$ cat src/rtl/amba_axi4_lite_pkg.sv
// amba_axi4_lite_pkg: response codes, master FSM states and protection default for the AXI4-Lite master.
package amba_axi4_lite_pkg;
  typedef enum logic [1:0] {
    OKAY   = 2'd0,
    EXOKAY = 2'd1,
    SLVERR = 2'd2,
    DECERR = 2'd3
  } resp_t;
  typedef enum logic [2:0] {
    IDLE,
    WR_REQ,
    WR_RESP,
    RD_REQ,
    RD_RESP,
    DONE
  } master_state_t;
  localparam logic [2:0] AXI_PROT_DEFAULT = 3'b000;
endpackage

$ cat src/rtl/amba_axi4_lite_master.sv
// amba_axi4_lite_master: single-outstanding AXI4-Lite initiator driven by a valid/ready command port.
module amba_axi4_lite_master
  import amba_axi4_lite_pkg::*;
#(
  parameter int C_M_AXI_DATA_WIDTH = 32,
  parameter int C_M_AXI_ADDR_WIDTH = 5
) (
  input  logic                            ACLK,
  input  logic                            ARSTn,
  input  logic                            i_cmd_valid,
  output logic                            o_cmd_ready,
  input  logic                            i_cmd_we,
  input  logic [C_M_AXI_ADDR_WIDTH-1:0]   i_cmd_addr,
  input  logic [C_M_AXI_DATA_WIDTH-1:0]   i_cmd_wdata,
  input  logic [C_M_AXI_DATA_WIDTH/8-1:0] i_cmd_wstrb,
  output logic                            o_rsp_valid,
  input  logic                            i_rsp_ready,
  output logic                            o_rsp_is_write,
  output logic [C_M_AXI_DATA_WIDTH-1:0]   o_rsp_rdata,
  output logic [1:0]                      o_rsp_resp,
  output logic [C_M_AXI_ADDR_WIDTH-1:0]   M_AXI_AWADDR,
  output logic [2:0]                      M_AXI_AWPROT,
  output logic                            M_AXI_AWVALID,
  input  logic                            M_AXI_AWREADY,
  output logic [C_M_AXI_DATA_WIDTH-1:0]   M_AXI_WDATA,
  output logic [C_M_AXI_DATA_WIDTH/8-1:0] M_AXI_WSTRB,
  output logic                            M_AXI_WVALID,
  input  logic                            M_AXI_WREADY,
  input  logic [1:0]                      M_AXI_BRESP,
  input  logic                            M_AXI_BVALID,
  output logic                            M_AXI_BREADY,
  output logic [C_M_AXI_ADDR_WIDTH-1:0]   M_AXI_ARADDR,
  output logic [2:0]                      M_AXI_ARPROT,
  output logic                            M_AXI_ARVALID,
  input  logic                            M_AXI_ARREADY,
  input  logic [C_M_AXI_DATA_WIDTH-1:0]   M_AXI_RDATA,
  input  logic [1:0]                      M_AXI_RRESP,
  input  logic                            M_AXI_RVALID,
  output logic                            M_AXI_RREADY
);
  master_state_t state;
  logic aw_done, w_done;
  logic aw_fin, w_fin, accept;
  assign M_AXI_AWPROT = AXI_PROT_DEFAULT;
  assign M_AXI_ARPROT = AXI_PROT_DEFAULT;
  assign accept = i_cmd_valid && o_cmd_ready;
  // a channel counts as finished if it handshook earlier or is handshaking now
  assign aw_fin = aw_done || (M_AXI_AWVALID && M_AXI_AWREADY);
  assign w_fin  = w_done || (M_AXI_WVALID && M_AXI_WREADY);
  always_ff @(posedge ACLK or negedge ARSTn)
    if (!ARSTn) begin
      state          <= IDLE;
      aw_done        <= 1'b0;
      w_done         <= 1'b0;
      o_cmd_ready    <= 1'b0;
      o_rsp_valid    <= 1'b0;
      o_rsp_is_write <= 1'b0;
      o_rsp_rdata    <= '0;
      o_rsp_resp     <= OKAY;
      M_AXI_AWADDR   <= '0;
      M_AXI_AWVALID  <= 1'b0;
      M_AXI_WDATA    <= '0;
      M_AXI_WSTRB    <= '0;
      M_AXI_WVALID   <= 1'b0;
      M_AXI_BREADY   <= 1'b0;
      M_AXI_ARADDR   <= '0;
      M_AXI_ARVALID  <= 1'b0;
      M_AXI_RREADY   <= 1'b0;
    end else
      case (state)
        IDLE: begin
          o_cmd_ready <= !accept;
          if (accept) begin
            aw_done <= 1'b0;
            w_done  <= 1'b0;
            if (i_cmd_we) begin
              M_AXI_AWADDR  <= i_cmd_addr;
              M_AXI_WDATA   <= i_cmd_wdata;
              M_AXI_WSTRB   <= i_cmd_wstrb;
              M_AXI_AWVALID <= 1'b1;
              M_AXI_WVALID  <= 1'b1;
              state         <= WR_REQ;
            end else begin
              M_AXI_ARADDR  <= i_cmd_addr;
              M_AXI_ARVALID <= 1'b1;
              state         <= RD_REQ;
            end
          end
        end
        WR_REQ: begin
          if (M_AXI_AWVALID && M_AXI_AWREADY) begin
            M_AXI_AWVALID <= 1'b0;
            aw_done       <= 1'b1;
          end
          if (M_AXI_WVALID && M_AXI_WREADY) begin
            M_AXI_WVALID <= 1'b0;
            w_done       <= 1'b1;
          end
          if (aw_fin && w_fin) begin
            M_AXI_BREADY <= 1'b1;
            state        <= WR_RESP;
          end
        end
        WR_RESP:
          if (M_AXI_BVALID) begin
            M_AXI_BREADY   <= 1'b0;
            o_rsp_resp     <= M_AXI_BRESP;
            o_rsp_is_write <= 1'b1;
            o_rsp_rdata    <= '0;
            o_rsp_valid    <= 1'b1;
            state          <= DONE;
          end
        RD_REQ:
          if (M_AXI_ARREADY) begin
            M_AXI_ARVALID <= 1'b0;
            M_AXI_RREADY  <= 1'b1;
            state         <= RD_RESP;
          end
        RD_RESP:
          if (M_AXI_RVALID) begin
            M_AXI_RREADY   <= 1'b0;
            o_rsp_resp     <= M_AXI_RRESP;
            o_rsp_is_write <= 1'b0;
            o_rsp_rdata    <= M_AXI_RDATA;
            o_rsp_valid    <= 1'b1;
            state          <= DONE;
          end
        DONE:
          if (i_rsp_ready) begin
            o_rsp_valid <= 1'b0;
            o_cmd_ready <= 1'b1;
            state       <= IDLE;
          end
        default: state <= IDLE;
      endcase
endmodule

$ cat config.mk
export PLATFORM = sky130hd
export DESIGN_NAME = amba_axi4_lite_master
export DESIGN_NICKNAME = d
export VERILOG_FILES = /design/src/rtl/amba_axi4_lite_pkg.sv /design/src/rtl/amba_axi4_lite_master.sv
export SDC_FILE = /design/constraint.sdc
export NUM_CORES = 1
export LEC_CHECK = 0
export BUFFER_PORTS_ARGS = -buffer_cell sky130_fd_sc_hd__buf_4
export CORE_AREA = 5 5 96 98
export DETAILED_ROUTE_END_ITERATION = 16
export DIE_AREA = 0 0 101 103
export GPL_TIMING_DRIVEN = 0
export HOLD_SLACK_MARGIN = 0.03
export PLACE_DENSITY = 0.93
export SLEW_MARGIN = 20
export SYNTH_ARGS = -nofsm -noshare
export SYNTH_HDL_FRONTEND = slang
export SYNTH_SLANG_ARGS = --single-unit
$ cat constraint.sdc
create_clock -name ACLK -period 5.7 [get_ports ACLK]
set_input_delay 0.285 -clock ACLK [delete_from_list [all_inputs] [get_ports ACLK]]
set_output_delay 0.285 -clock ACLK [all_outputs]
set_load 0.01 [all_outputs]
==> metrics.yaml <==
timing:
  period_share_pct: 37.99
  relSlewSlack_pct: 31.25
  rsz0062_at_grt: "no"
  fmax_mhz: 461.9
  slew_violations: 0
  fin_skew_ns: 0.01908
  fin_crit_ns: 2.165
  timing.hold.ws_ns: -0.002504
  finalSetupTns_ns: 0
  worstMarginPinSlew_ns: 1.029
  hold_viol_final: 2
  setup_violations: 0
cts:
  clk_latency_ns: 0.35
  cts-root-buf: "clkbuf_8"
  cts_buffer_depth: 2
  cts.repair.resized: 0
  numCtsBuffers: 9
  htree_num_levels: 3
  cts.sinks: 93
  clkTransAtPathRegs_ns: 0.10
  cts_setup_buffers: 0
  postCtsHoldBufs: 0
  tritoncts: "yes"
power:
  switchingPower_w: 0.001070
  combPwrFrac_pct: 45.5
  power_frac_seq_pct: 37.6
  irDropWorstVdd_v: 0.0002197
  p_sw_share_pct: 33.61
  leakage_nw: 2.940
  p_per_area_mw_per_mm2: 546.2
  clkPwrFrac_pct: 16.9
  p_int_w: 0.002113
setup_path:
  regToRegSetupSlack_ns: 3.53
  cp_cell_sequence: "buf_6, nor3b_1, mux2_2, mux2_2"
  crit_fanout: 10
  crit_top_cell: "mux2_2"
  arrival_ns: 2.39
  reg2reg_depth: 4
  worstSetupStartpoint: "state[1]$_DFFE_PN0P_"
  required_ns: 5.92
  r2r-start: "state[1]$_DFFE_PN0P_"
  max_stage_delay_ns: 0.84
  worst_setup_path_end_kind: "register"
  crit_slowest_cell: "nor3b_1"
  path_buf_inv: 1
  path_class: "reg2reg"
  crit_family: "simple AND/OR/NAND/NOR gates"
  cp_num_cells: 4
  start_kind: "register"
grt:
  grtUsageTotal_pct: 20.58
  grt-ovfl-total: 0
  grt_pass1_vias: 3190
  grt_max_degree: 94
  antenna_found_initial: 0
  grt_pass1_wl_um: 16460
drt:
  vias: 3006
  drt_iter0_markers: 70
  drt-total-wl_um: 10690
  ant_nets: 0
  post_drt_wl_per_cell_um: 17.16
  drc: 0
  firstDrtPassIters: 4
  via_per_inst: 4.825
floorplan:
  num_rows: 34
  dieArea_mm2: 0.01040
  core_mm2: 0.008381
  initial_core_util_pct: 49.12
  die_y_um: 103
  pin_count: 181
  die_w_um: 101
finish:
  design_area_mm2: 0.005828
  stdcell_count: 623
  regArea_mm2: 0.002327
  drive_gt1_share_pct: 49.71
  area_growth_pct: 41.58
  final_nets: 597
  multi_input_area_mm2: 0.001533
  fill_cells: 596
  antenna_cells: 0
  post-route-util_pct: 69.54
place:
  gp_congestion: 0.8289
  dpl-instance-area_mm2: 0.005577
  dpl.hpwl_um: 8223
  portBuffers: 174
  post-place-cells: 607
logic_synthesis:
  synth-seq-cells: 93
  seq_area_frac_synth_pct: 56.53
  async_flop_share_pct: 100.0
  netlist_area_mm2: 0.004116
  ys_warn_count: 0
  synth_edf_count: 0
  synthCells: 320
  yosysTopAreaCell: "dfrtp_1"
  synth_top_area_share_pct: 56.53
  synth_area_leaders: "dfrtp_1 57%, mux2_4 15%, mux2i_1 8.0%"
  ys.flop_type: "dfrtp_1"
  netlist-cell-type-count: 31
  syn_area_per_cell_um2: 12.86
status:
  outcome: "finished, violations left"
  failed_checks: "hold timing"
run:
  max-cap-violations: 0
min_path:
  hold_path.class: "in2async"
==> placed cells by master, fill, tap and decap left out, drive strengths merged, types with 2 or more instances in the layout <==
cell,count
a22o,2
nand2,39
nand3b,3
conb,6
buf,189
dfrtp,93
o2bb2ai,3
or3,2
nand2b,3
a211o,2
a211oi,2
mux2i,33
mux2,50
o21ai,3
bufinv,3
nor3b,3
nor2,6
a21oi,6
a31oi,4
clkbuf,17
inv,36
nor2b,3
==> flip-flops by register name (all words and copies together), names as in the netlist, 2 cells and up <==
signal and count:
M_AXI_AWADDR 5, o_rsp_rdata 32, M_AXI_WSTRB 4, o_rsp_resp 2
M_AXI_ARADDR 5, state 3, M_AXI_WDATA 32
==> metrics by stage <==
step | total power, W | setup WS (ns)
2_1_floorplan | 0.001930 | 3.827
3_3_place_gp | 0.002589 | 3.538
3_5_place_dp | 0.002670 | 3.472
4_1_cts | 0.003218 | 3.443
5_1_grt | 0.003370 | 3.317
6_report | 0.003183 | 3.535
==> power groups by stage <==
stage	combinational (W)	sequential [W]	clock, W
after detailed placement	0.00146	0.00121	0
final	0.00145	0.00120	0.000537
after floorplan	0.000613	0.00132	0
after global placement	0.00141	0.00117	0
after CTS	0.00147	0.00120	0.000549
after global routing	0.00156	0.00124	0.000575
==> synthesized netlist by cell type, types with 2 or more instances <==
master	count
buf_2	4
nand3b_1	3
a22o_1	2
o2bb2ai_1	3
a31oi_1	4
nor2b_1	3
buf_4	6
nor3b_1	3
mux2i_1	33
dfrtp_1	93
buf_6	5
a211oi_1	2
nor2_1	6
nand2b_1	3
a21oi_1	6
o21ai_0	3
mux2_4	40
mux2_2	10
a211o_1	2
nand2_1	39
inv_1	35
clkbuf_1	6
==> cell families after synthesis <==
| logic type | count (synthesis) | share of synthesized area, % |
|---|---|---|
| and+or+nand+nor | 60 | 6.778 |
| buffers and inverters | 56 | 6.687 |
| other | 1 | 0.09110 |
| muxes | 83 | 25.35 |
| DFF | 93 | 56.53 |
| AOI/OAI and AO/OA | 27 | 4.560 |
==> area by class of cell <==
| type | instances | area share, % |
|---|---|---|
| inverters | 35 | 2.254 |
| repair buffers | 174 | 22.48 |
| flip-flops and latches | 93 | 39.93 |
| well taps | 108 | 2.319 |
| multi-input cells | 176 | 26.30 |
| plain buffers | 21 | 2.469 |
| clock buffers | 11 | 2.426 |
| clock inverters | 5 | 1.825 |
==> worst paths after layout <==
kind,end
max reg2reg,o_rsp_resp[1]$_DFFE_PN0P_
max,o_rsp_resp[1]$_DFFE_PN0P_
min in group ACLK,M_AXI_WDATA[18]$_DFFE_PN0P_
max in group asynchronous,o_rsp_resp[1]$_DFFE_PN0P_
min reg2reg,aw_done$_DFFE_PN0P_
min,M_AXI_WDATA[19]$_DFFE_PN0P_
==> per-layer routing <==
| layer | share of wire [%] | GRT usage, % | vias up |
|---|---|---|---|
| met3 | 5.4 | 3.924 | 10 |
| li1 | - | - | 1438 |
| met2 | 55 | 38.73 | 91 |
| met4 | 1.2 | 5.317 | 0 |
| met5 | 0 | 0 | - |
| met1 | 38 | 24.07 | 1467 |
Power figures use the tool's default switching activity.
